--- config.mk ---
export PLATFORM = sky130hd
export DESIGN_NAME = mem_port_arbiter_flat
export DESIGN_NICKNAME = d
export VERILOG_FILES = /design/src/rtl/mem_port_arbiter_pkg.sv /design/src/rtl/mem_port_arbiter_if.sv /design/src/rtl/mem_port_arbiter.sv /design/src/flat_wrapper.sv
export SDC_FILE = /design/constraint.sdc
export NUM_CORES = 1
export LEC_CHECK = 0
export CAP_MARGIN = 20
export CORE_AREA = 2 2 196 198
export DETAILED_ROUTE_END_ITERATION = 10
export DIE_AREA = 0 0 198 200
export SYNTH_ARGS = -nofsm -noshare
export SYNTH_HDL_FRONTEND = slang
export SYNTH_SLANG_ARGS = --single-unit
--- constraint.sdc ---
create_clock -name clk -period 2.9 [get_ports clk]
set_clock_uncertainty 0.1 [all_clocks]
set_input_delay 0.87 -clock clk [delete_from_list [all_inputs] [get_ports clk]]
set_output_delay 0.87 -clock clk [all_outputs]
set_load 0.02 [all_outputs]
--- src/rtl/mem_port_arbiter_pkg.sv ---
// Shared types and constants for the memory port arbiter.
//  - Access size codes carried on *_byte_en signals.
//  - Arbiter FSM state and transaction owner enums.
//  - Bus widths used by the interface and the arbiter.
package mem_port_arbiter_pkg;

    localparam logic [1:0] BYTE        = 2'd0;
    localparam logic [1:0] HALF_WORD   = 2'd1;
    localparam logic [1:0] WORD        = 2'd2;
    localparam logic [1:0] DOUBLE_WORD = 2'd3;

    localparam int unsigned ADDR_W = 64;
    localparam int unsigned DATA_W = 64;
    localparam int unsigned INSN_W = 32;

    typedef enum logic [1:0] {ARB_IDLE, ARB_WAIT, ARB_ERROR} arb_state_t;
    typedef enum logic {OWN_IF, OWN_DM} arb_owner_t;

endpackage

--- src/rtl/mem_port_arbiter_if.sv ---
// Bus bundle around the memory port arbiter: IF request port, DM request port,
// memory port and the timeout flag.
//  modport slave  : the arbiter's view (requests/memory responses in, grants/mem_* out).
//  modport master : the surrounding fetch/memory-stage/memory view (mirror of slave).
interface mem_port_arbiter_if;
    import mem_port_arbiter_pkg::*;

    // Instruction fetch port (read-only)
    logic              if_req_i;
    logic [ADDR_W-1:0] if_addr_i;
    logic              if_gnt_o;
    logic              if_rvalid_o;
    logic [INSN_W-1:0] if_rdata_o;

    // Memory stage port (read/write)
    logic              dm_req_i;
    logic [ADDR_W-1:0] dm_addr_i;
    logic [1:0]        dm_byte_en_i;
    logic              dm_wr_i;
    logic [DATA_W-1:0] dm_wr_data_i;
    logic              dm_gnt_o;
    logic              dm_rvalid_o;
    logic [DATA_W-1:0] dm_rdata_o;

    // Memory port
    logic              mem_req_o;
    logic [ADDR_W-1:0] mem_addr_o;
    logic [1:0]        mem_byte_en_o;
    logic              mem_wr_o;
    logic [DATA_W-1:0] mem_wr_data_o;
    logic              mem_gnt_i;
    logic              mem_rvalid_i;
    logic [DATA_W-1:0] mem_rd_data_i;

    logic              err_timeout_o;

    modport slave (
        input  if_req_i, if_addr_i,
        output if_gnt_o, if_rvalid_o, if_rdata_o,
        input  dm_req_i, dm_addr_i, dm_byte_en_i, dm_wr_i, dm_wr_data_i,
        output dm_gnt_o, dm_rvalid_o, dm_rdata_o,
        output mem_req_o, mem_addr_o, mem_byte_en_o, mem_wr_o, mem_wr_data_o,
        input  mem_gnt_i, mem_rvalid_i, mem_rd_data_i,
        output err_timeout_o
    );

    modport master (
        output if_req_i, if_addr_i,
        input  if_gnt_o, if_rvalid_o, if_rdata_o,
        output dm_req_i, dm_addr_i, dm_byte_en_i, dm_wr_i, dm_wr_data_i,
        input  dm_gnt_o, dm_rvalid_o, dm_rdata_o,
        input  mem_req_o, mem_addr_o, mem_byte_en_o, mem_wr_o, mem_wr_data_o,
        output mem_gnt_i, mem_rvalid_i, mem_rd_data_i,
        input  err_timeout_o
    );

endinterface

--- src/rtl/mem_port_arbiter.sv ---
// Shares one memory port between instruction fetch (IF) and the memory stage (DM).
// One outstanding transaction; DM has priority unless IF has been starved for
// STARVE_LIMIT consecutive DM grants; a missing response raises a sticky timeout.
// Ports:
//  clk   - clock, rising edge
//  reset - synchronous reset, active-low
//  bus   - mem_port_arbiter_if.slave: IF/DM request ports, memory port, err_timeout_o
module mem_port_arbiter
    import mem_port_arbiter_pkg::*;
#(
    parameter int unsigned STARVE_LIMIT = 4,
    parameter int unsigned RESP_TIMEOUT = 256,
    parameter int unsigned CNT_W        = 9
) (
    input  logic                 clk,
    input  logic                 reset,
    mem_port_arbiter_if.slave    bus
);

    localparam int unsigned SW = $clog2(STARVE_LIMIT + 1);

    arb_state_t        r_state, w_state_d;
    arb_owner_t        r_owner, w_owner_d;
    arb_owner_t        r_lock_own, w_lock_own_d;
    logic              r_locked, w_locked_d;
    logic [SW-1:0]     r_starve_cnt, w_starve_d;
    logic [CNT_W-1:0]  r_to_cnt, w_to_d;
    logic              r_err, w_err_d;

    arb_owner_t        w_sel;
    logic              w_dm_wins;
    logic              w_if_gnt, w_dm_gnt, w_if_rvalid, w_dm_rvalid;
    logic [INSN_W-1:0] w_if_rdata;
    logic [DATA_W-1:0] w_dm_rdata;
    logic              w_mem_req, w_mem_wr, w_err_out;
    logic [ADDR_W-1:0] w_mem_addr;
    logic [1:0]        w_mem_byte_en;
    logic [DATA_W-1:0] w_mem_wr_data;

    // A stalled winner stays locked so the payload on mem_* cannot change under it.
    assign w_dm_wins = bus.dm_req_i &&
                       !(bus.if_req_i && (r_starve_cnt == SW'(STARVE_LIMIT)));
    assign w_sel     = r_locked ? r_lock_own : (w_dm_wins ? OWN_DM : OWN_IF);

    always_comb begin
        w_state_d     = r_state;
        w_owner_d     = r_owner;
        w_lock_own_d  = r_lock_own;
        w_locked_d    = r_locked;
        w_to_d        = r_to_cnt;
        w_err_d       = r_err;
        w_if_gnt      = 1'b0;
        w_dm_gnt      = 1'b0;
        w_if_rvalid   = 1'b0;
        w_dm_rvalid   = 1'b0;
        w_if_rdata    = '0;
        w_dm_rdata    = '0;
        w_mem_req     = 1'b0;
        w_mem_addr    = '0;
        w_mem_byte_en = 2'b00;
        w_mem_wr      = 1'b0;
        w_mem_wr_data = '0;
        w_err_out     = r_err;

        unique case (r_state)
            ARB_IDLE: begin
                w_mem_req = bus.if_req_i | bus.dm_req_i;
                if (w_mem_req) begin
                    if (w_sel == OWN_DM) begin
                        w_mem_addr    = bus.dm_addr_i;
                        w_mem_byte_en = bus.dm_byte_en_i;
                        w_mem_wr      = bus.dm_wr_i;
                        w_mem_wr_data = bus.dm_wr_data_i;
                    end else begin
                        w_mem_addr    = bus.if_addr_i;
                        w_mem_byte_en = WORD;
                    end
                    if (bus.mem_gnt_i) begin
                        w_dm_gnt   = (w_sel == OWN_DM);
                        w_if_gnt   = (w_sel == OWN_IF);
                        w_owner_d  = w_sel;
                        w_locked_d = 1'b0;
                        w_to_d     = '0;
                        w_state_d  = ARB_WAIT;
                    end else begin
                        w_locked_d   = 1'b1;
                        w_lock_own_d = w_sel;
                    end
                end
            end
            ARB_WAIT: begin
                w_to_d = r_to_cnt + CNT_W'(1);
                if (bus.mem_rvalid_i) begin
                    w_if_rvalid = (r_owner == OWN_IF);
                    w_dm_rvalid = (r_owner == OWN_DM);
                    w_if_rdata  = (r_owner == OWN_IF) ? bus.mem_rd_data_i[INSN_W-1:0] : '0;
                    w_dm_rdata  = (r_owner == OWN_DM) ? bus.mem_rd_data_i : '0;
                    w_state_d   = ARB_IDLE;
                end else if (r_to_cnt == CNT_W'(RESP_TIMEOUT - 1)) begin
                    // Release the owner with zero data so the pipeline is not left hanging.
                    w_if_rvalid = (r_owner == OWN_IF);
                    w_dm_rvalid = (r_owner == OWN_DM);
                    w_err_d     = 1'b1;
                    w_err_out   = 1'b1;
                    w_state_d   = ARB_ERROR;
                end
            end
            ARB_ERROR: begin
            end
            default: w_state_d = ARB_IDLE;
        endcase

        // Outputs are held quiet while reset is asserted.
        if (!reset) begin
            w_if_gnt      = 1'b0;
            w_dm_gnt      = 1'b0;
            w_if_rvalid   = 1'b0;
            w_dm_rvalid   = 1'b0;
            w_if_rdata    = '0;
            w_dm_rdata    = '0;
            w_mem_req     = 1'b0;
            w_mem_addr    = '0;
            w_mem_byte_en = 2'b00;
            w_mem_wr      = 1'b0;
            w_mem_wr_data = '0;
            w_err_out     = 1'b0;
        end
    end

    // Starvation counter: counts DM wins while IF waits, saturating at the limit.
    always_comb begin
        w_starve_d = r_starve_cnt;
        if (!bus.if_req_i || w_if_gnt) begin
            w_starve_d = '0;
        end else if (w_dm_gnt && (r_starve_cnt < SW'(STARVE_LIMIT))) begin
            w_starve_d = r_starve_cnt + SW'(1);
        end
    end

    always_ff @(posedge clk) begin
        if (!reset) begin
            r_state      <= ARB_IDLE;
            r_owner      <= OWN_DM;
            r_lock_own   <= OWN_DM;
            r_locked     <= 1'b0;
            r_starve_cnt <= '0;
            r_to_cnt     <= '0;
            r_err        <= 1'b0;
        end else begin
            r_state      <= w_state_d;
            r_owner      <= w_owner_d;
            r_lock_own   <= w_lock_own_d;
            r_locked     <= w_locked_d;
            r_starve_cnt <= w_starve_d;
            r_to_cnt     <= w_to_d;
            r_err        <= w_err_d;
        end
    end

    assign bus.if_gnt_o      = w_if_gnt;
    assign bus.if_rvalid_o   = w_if_rvalid;
    assign bus.if_rdata_o    = w_if_rdata;
    assign bus.dm_gnt_o      = w_dm_gnt;
    assign bus.dm_rvalid_o   = w_dm_rvalid;
    assign bus.dm_rdata_o    = w_dm_rdata;
    assign bus.mem_req_o     = w_mem_req;
    assign bus.mem_addr_o    = w_mem_addr;
    assign bus.mem_byte_en_o = w_mem_byte_en;
    assign bus.mem_wr_o      = w_mem_wr;
    assign bus.mem_wr_data_o = w_mem_wr_data;
    assign bus.err_timeout_o = w_err_out;

endmodule

--- src/flat_wrapper.sv ---
// flat-port wrapper written by rule: the top's interface ports become plain ports
module mem_port_arbiter_flat import mem_port_arbiter_pkg::*;
#(
    parameter int unsigned STARVE_LIMIT = 4,
    parameter int unsigned RESP_TIMEOUT = 256,
    parameter int unsigned CNT_W        = 9
)
  (clk, reset, bus_if_req_i, bus_if_addr_i, bus_if_gnt_o, bus_if_rvalid_o, bus_if_rdata_o, bus_dm_req_i, bus_dm_addr_i, bus_dm_byte_en_i, bus_dm_wr_i, bus_dm_wr_data_i, bus_dm_gnt_o, bus_dm_rvalid_o, bus_dm_rdata_o, bus_mem_req_o, bus_mem_addr_o, bus_mem_byte_en_o, bus_mem_wr_o, bus_mem_wr_data_o, bus_mem_gnt_i, bus_mem_rvalid_i, bus_mem_rd_data_i, bus_err_timeout_o);
  mem_port_arbiter_if bus_i ();
  input  logic clk;
  input  logic reset;
  input wire logic [$bits(bus_i.if_req_i)-1:0] bus_if_req_i;
  input wire logic [$bits(bus_i.if_addr_i)-1:0] bus_if_addr_i;
  output wire logic [$bits(bus_i.if_gnt_o)-1:0] bus_if_gnt_o;
  output wire logic [$bits(bus_i.if_rvalid_o)-1:0] bus_if_rvalid_o;
  output wire logic [$bits(bus_i.if_rdata_o)-1:0] bus_if_rdata_o;
  input wire logic [$bits(bus_i.dm_req_i)-1:0] bus_dm_req_i;
  input wire logic [$bits(bus_i.dm_addr_i)-1:0] bus_dm_addr_i;
  input wire logic [$bits(bus_i.dm_byte_en_i)-1:0] bus_dm_byte_en_i;
  input wire logic [$bits(bus_i.dm_wr_i)-1:0] bus_dm_wr_i;
  input wire logic [$bits(bus_i.dm_wr_data_i)-1:0] bus_dm_wr_data_i;
  output wire logic [$bits(bus_i.dm_gnt_o)-1:0] bus_dm_gnt_o;
  output wire logic [$bits(bus_i.dm_rvalid_o)-1:0] bus_dm_rvalid_o;
  output wire logic [$bits(bus_i.dm_rdata_o)-1:0] bus_dm_rdata_o;
  output wire logic [$bits(bus_i.mem_req_o)-1:0] bus_mem_req_o;
  output wire logic [$bits(bus_i.mem_addr_o)-1:0] bus_mem_addr_o;
  output wire logic [$bits(bus_i.mem_byte_en_o)-1:0] bus_mem_byte_en_o;
  output wire logic [$bits(bus_i.mem_wr_o)-1:0] bus_mem_wr_o;
  output wire logic [$bits(bus_i.mem_wr_data_o)-1:0] bus_mem_wr_data_o;
  input wire logic [$bits(bus_i.mem_gnt_i)-1:0] bus_mem_gnt_i;
  input wire logic [$bits(bus_i.mem_rvalid_i)-1:0] bus_mem_rvalid_i;
  input wire logic [$bits(bus_i.mem_rd_data_i)-1:0] bus_mem_rd_data_i;
  output wire logic [$bits(bus_i.err_timeout_o)-1:0] bus_err_timeout_o;
  assign bus_i.if_req_i = bus_if_req_i;
  assign bus_i.if_addr_i = bus_if_addr_i;
  assign bus_if_gnt_o = bus_i.if_gnt_o;
  assign bus_if_rvalid_o = bus_i.if_rvalid_o;
  assign bus_if_rdata_o = bus_i.if_rdata_o;
  assign bus_i.dm_req_i = bus_dm_req_i;
  assign bus_i.dm_addr_i = bus_dm_addr_i;
  assign bus_i.dm_byte_en_i = bus_dm_byte_en_i;
  assign bus_i.dm_wr_i = bus_dm_wr_i;
  assign bus_i.dm_wr_data_i = bus_dm_wr_data_i;
  assign bus_dm_gnt_o = bus_i.dm_gnt_o;
  assign bus_dm_rvalid_o = bus_i.dm_rvalid_o;
  assign bus_dm_rdata_o = bus_i.dm_rdata_o;
  assign bus_mem_req_o = bus_i.mem_req_o;
  assign bus_mem_addr_o = bus_i.mem_addr_o;
  assign bus_mem_byte_en_o = bus_i.mem_byte_en_o;
  assign bus_mem_wr_o = bus_i.mem_wr_o;
  assign bus_mem_wr_data_o = bus_i.mem_wr_data_o;
  assign bus_i.mem_gnt_i = bus_mem_gnt_i;
  assign bus_i.mem_rvalid_i = bus_mem_rvalid_i;
  assign bus_i.mem_rd_data_i = bus_mem_rd_data_i;
  assign bus_err_timeout_o = bus_i.err_timeout_o;
  mem_port_arbiter #(.STARVE_LIMIT(STARVE_LIMIT), .RESP_TIMEOUT(RESP_TIMEOUT), .CNT_W(CNT_W)) u_core (.clk(clk), .reset(reset), .bus(bus_i));
endmodule
Word level (Yosys, flattened, before mapping)
Index checks and enable logic that the tools add are counted.
{"block": "totals", "input_bits": 265, "wordCells": 94, "regBits": 18, "output_inout_bits": 233}
{"block": "classes", "order_cmp": 1, "n_eq_ne": 7, "addsub": 2, "n_reduce_logical": 14, "muxes": 57, "bitwise_logic": 6}
{"op": "$mux 64", "count": 12}
{"op": "$mux 32", "count": 4}
{"op": "$mux 1", "count": 29}
{"op": "$mux 9", "count": 2}
{"op": "$pmux 9 s2", "count": 1}
{"op": "$mux 2", "count": 8}
{"op": "$add 9x1->9 const B", "count": 1}
{"op": "$eq 9x8->1 const B", "count": 1}
{"op": "$reduce_and 3->1", "count": 3}
{"op": "$pmux 2 s3", "count": 1}
{"op": "$not 1->1", "count": 5}
{"op": "$reduce_and 4->1", "count": 1}
{"op": "$add 3x1->3 const B", "count": 1}
{"op": "$eq 3x3->1 const B", "count": 1}
{"op": "$logic_and 1x1->1", "count": 3}
{"op": "$lt 3x3->1 const B", "count": 1}
{"op": "$ne 3x2->1 const B", "count": 1}
{"op": "$eq 2x1->1 const B", "count": 1}
{"op": "$eq 2x2->1 const B", "count": 1}
{"op": "$logic_not 1->1", "count": 2}
{"op": "$logic_not 2->1", "count": 1}
{"op": "$ne 2x1->1 const B", "count": 1}
{"op": "$ne 2x2->1 const B", "count": 1}
{"op": "$reduce_and 2->1", "count": 1}
{"op": "other kinds (4)", "count": 4}

Logic depth before layout (Yosys ltp)
{"block": "depth", "word_depth": 13, "depth_mapped": 9, "mapped_depth_nobuf": 7}

Worst setup path after synthesis
No wires, ideal clock.
{"block": "synth_timing", "path_kind": "input port to output port", "start": "input port bus_dm_req_i", "end": "output port bus_mem_addr_o[14]", "stages": 7, "arrival_time_ns": 2.042, "path_buffers": 3, "required_ns": 1.930, "setup_slack_ns": -0.112, "cell_sequence": "nor2b_1 > a22o_1 > buf_2 > buf_4 > buf_4 > nand2_1 > a21oi_1"}
{"block": "synth_between", "elab_chain_len": 7, "word_cells_on_any_way": 8, "classes_between": "mux (6); bitwise (1); reduce/logical (1)"}
{"element": "from (decl)", "line_no": "flat_wrapper.sv:17", "source": "input wire logic [$bits(bus_i.dm_req_i)-1:0] bus_dm_req_i;"}
{"element": "$logic_and 1x1->1", "line_no": "mem_port_arbiter.sv:41", "source": "assign w_dm_wins = bus.dm_req_i &&"}
{"element": "$mux 1 (2 in series)", "line_no": "mem_port_arbiter.sv:43", "source": "assign w_sel = r_locked ? r_lock_own : (w_dm_wins ? OWN_DM : OWN_IF);"}
{"element": "$mux 64", "line_no": "mem_port_arbiter.sv:69", "source": "if (w_sel == OWN_DM) begin"}
{"element": "$mux 64 *", "line_no": "mem_port_arbiter.sv:68", "source": "if (w_mem_req) begin"}
{"element": "$mux 64 *", "line_no": "mem_port_arbiter.sv:65", "source": "unique case (r_state)"}
{"element": "$mux 64 *", "line_no": "mem_port_arbiter.sv:114", "source": "if (!reset) begin"}
{"element": "to (decl)", "line_no": "flat_wrapper.sv:26", "source": "output wire logic [$bits(bus_i.mem_addr_o)-1:0] bus_mem_addr_o;"}
Every way passes the cells marked *; elsewhere a longest branch is shown, timed or not.

Worst setup path after layout
{"block": "layout_timing", "start": "input port bus_dm_req_i", "end": "output port bus_mem_addr_o[9]"}
Same word-level chain as after synthesis.

==> results.txt <==
----------------------------------------------------
[STA]
  Worst max-slew margin expressed relative to the limit ... 0.744
  Number of slew-limit violations in the final report ... 0
  Worst hold slack ... 364 ps
  Transition time of the tightest slew-check pin ... 383 ps
  Final worst-path cycle share ... 1.15
  Final WS setup ... -429 ps
  Fmax achieved ... 300 MHz
  Final worst path period need ... 3330 ps
  RSZ-0062 raised after global routing ... true
  Final hold violation count ... 0
  Number of endpoints failing setup at the final stage ... 134

[Outcome]
  Failing checks ... setup timing
  Result of the run ... finished with violations

[Place]
  Dpl cells ... 1522
  Routability congestion estimate ... 0.809
  Pre-CTS setup slack ... -1150 ps
  Buffers added on ports ... 497
  Detailed Place HPWL ... 17.8 mm
  Post-detailed-placement cell area ... 9220 sq um

[Drt]
  Count of vias placed by the detailed router ... 6100
  Residual DRC count ... 0
  Number of DRC violations after detailed-routing iteration 0 ... 189
  Antenna-violating nets left ... 0
  Pre-antenna DRT Iters ... 4
  Average detailed-routed wire length per instance ... 17.9 microns
  Routed wire length ... 29.0 mm
  Routed via count divided by cell count ... 3.76

[Critical path]
  Peak fanout along the critical path ... 9
  Required time of the critical path ... 1930 ps
  Crit-path slowest cell ... a22o_4
  Worst Path Class, Setup ... in2out
  Crit. End Element ... output port
  Max incr delay on CP ... 280 ps
  Most common cell type on the critical path ... buf_12
  Type of origin of the critical path ... input pin
  Cell chain of the critical path ... buf_6 > nor2b_4 > buf_4 > buf_4 > a22o_4 > buf_12 > buf_12 > nand2_1 > a21oi_4 > buf_6 > buf_12
  Crit path arrival time ... 2360 ps

[Power]
  Maximum ir drop on the vdd rail ... 0.000225 V
  Lkg Pwr ... 0.00505 uW
  Power density cells ... 234 nW/um^2

[Clocking]
  Clock tree from TritonCTS ... done
  Root Buffer Master ... clkbuf_16
  Inserted Clock Buffers ... 3
  Deepest level of the CTS H-tree ... 1
  TritonCTS Sinks ... 18
  Longest Clk Path Bufs ... 2
  Clock slew at the register clock pins of the worst setup and hold paths ... 50 ps
  Worst-Skew Late Latency ... 250 ps
  Post-cts hold buffer count ... 0

[Synthesis]
  Sequential element share of the synthesized area ... 0.121
  Count of warnings emitted by yosys ... 0
  EDFF count, synth ... 0
  Synthesized area ... 2980 sq um
  Async SR Flop Fraction ... 0
  Post-Synthesis Net Count ... 781
  Number of distinct standard cells referenced by the synthesized netlist ... 39
  Gate count of the mapped netlist ... 512
  Synthesized flop and latch total ... 18
  Ys flop type ... dfxtp_1
  Average cell area after synthesis ... 5.83 sq um

[Cells and area]
  Final design instance area without fill ... 11600 sq um
  Share of final-layout standard cells stronger than drive strength 1 ... 0.515
  Area added between synthesis and finish ... 290%
  Non-filler cells, final ... 1622
  Number of nets at the end of the flow ... 1379

[Die]
  Core Area ... 37400 sq um
  Die height ... 200 microns
  Starting utilization of the core area ... 0.0798
  Number of top-level pins ... 498
  Number of cell rows ... 71
  X dimension of the die ... 198 microns
  Overall die area ... 39600 sq um

[Global route]
  Congestion Overflow GR ... 0
  Tot GR Track Use ... 0.126
  Largest net degree at the start of global routing ... 37
  Global-route wire length before repair ... 37.4 mm
  Initial antenna violation count ... 2
  Via count of the first global-routing pass ... 6243

[Run]
  Maximum Capacitance Violations ... 0

[Hold path]
  Class of the tightest hold or removal check ... reg2reg

----------------------------------------------------
-- flip-flops by register name (all words and copies together), names as in the netlist --
register / flops
u_core.r_lock_own: 1
u_core.r_state: 2
u_core.r_err: 1
u_core.r_locked: 1
u_core.r_to_cnt: 9
u_core.r_owner: 1
u_core.r_starve_cnt: 3
-- critical path: cells and delay by family --
family	cells	cell delay, ps
buf+inv	7	890
compound gates	2	350
simple gates	2	240
-- synth_stat cells (6+ instances only) --
cell type,n,area (sq um)
a21oi_1,68,340
clkbuf_1,29,109
and2_1,96,601
nor2_1,16,60.1
dfxtp_1,18,360
xnor2_1,6,52.6
nand2_1,136,510
nand3_1,9,45.0
buf_4,6,45.0
and3_1,70,438
buf_2,10,50.1
inv_1,6,22.5
-- timing repair --
action	in CTS	in global routing
setup buffers	54	15
resized for setup	1173	232
pin swaps	51	77
endpoints found under the hold margin	0	0
endpoints found under the setup margin	233	209
gates cloned	24	14
-- kinds of logic (layout without fill, tap and decap cells) --
| kind of cell | Yosys count | count (layout) | share of synthesized area |
|---|---|---|---|
| simple gates | 341 | 341 | 0.588 |
| compound gates | 87 | 87 | 0.173 |
| buf+inv | 55 | 651 | 0.0809 |
| flops | 18 | 18 | 0.121 |
| xor+xnor | 6 | 6 | 0.0176 |
| fa+ha+maj | 4 | 4 | 0.0168 |
| mux | 1 | 1 | 0.00335 |
| other cells | 0 | 3 | 0 |
-- per-layer routing --
metal | up-vias | track usage | routed length, microns
li1 | 2915 | - | -
met1 | 2825 | 0.136 | 11200
met2 | 337 | 0.245 | 14900
met3 | 23 | 0.0319 | 2350
met4 | 0 | 0.0270 | 584
met5 | - | 0 | 0
-- power breakdown --
part / switching [uW] / total [uW] / internal, uW
combinational: 951 / 2180 / 1230
sequential: 6.11 / 261 / 254
clock: 92.0 / 273 / 181
-- stage by stage --
stage	util	power [uW]	setup TNS (ps)
3_3_place_gp	0.247	1640	-209640
4_1_cts	0.299	2490	-40090
3_5_place_dp	0.247	1650	-214430
5_1_grt	0.311	2840	-44730
2_1_floorplan	-	843	-308
6_report	0.311	2720	-39750
-- cell type report --
type | instances | area [sq um]
Inverter | 8 | 56.3
Antenna cell | 3 | 7.51
Timing Repair Buffer | 639 | 6960
Fill cell | 3809 | 25800
Timing Repair inverter | 1 | 16.3
Sequential cell | 18 | 360
Clock buffer | 3 | 75.1
Multi-Input combinational cell | 439 | 3520
Tap cell | 511 | 639
-- placed cells by master, fill, tap and decap left out, drive strengths merged, types with 2 or more instances in the layout --
cell type	netlist	routed
inv	8	8
dfxtp	18	18
a21oi	68	68
clkdlybuf4s15	0	15
diode	0	3
o21ai	2	2
a31oi	2	2
a2111oi	3	3
and2	96	96
clkbuf	29	25
and3	70	70
nor2b	4	4
nand3	10	10
ha	4	4
a2bb2oi	2	2
a211oi	4	4
buf	18	332
dlygate4sd2	0	10
clkdlybuf4s50	0	260
nand2	136	136
xnor2	6	6
nor2	17	17
-- path summary, 6_finish.rpt --
check	depth (start not counted)	slack (ps)	end	from
setup / recovery	11	-430	bus_mem_addr_o[9]	bus_dm_req_i
hold / removal	1	360	u_core.r_err	u_core.r_err
setup reg to reg	8	1040	u_core.r_starve_cnt[1]	u_core.r_starve_cnt[0]
hold reg to reg	1	360	u_core.r_err	u_core.r_err
(Power assumes the default switching activity.)
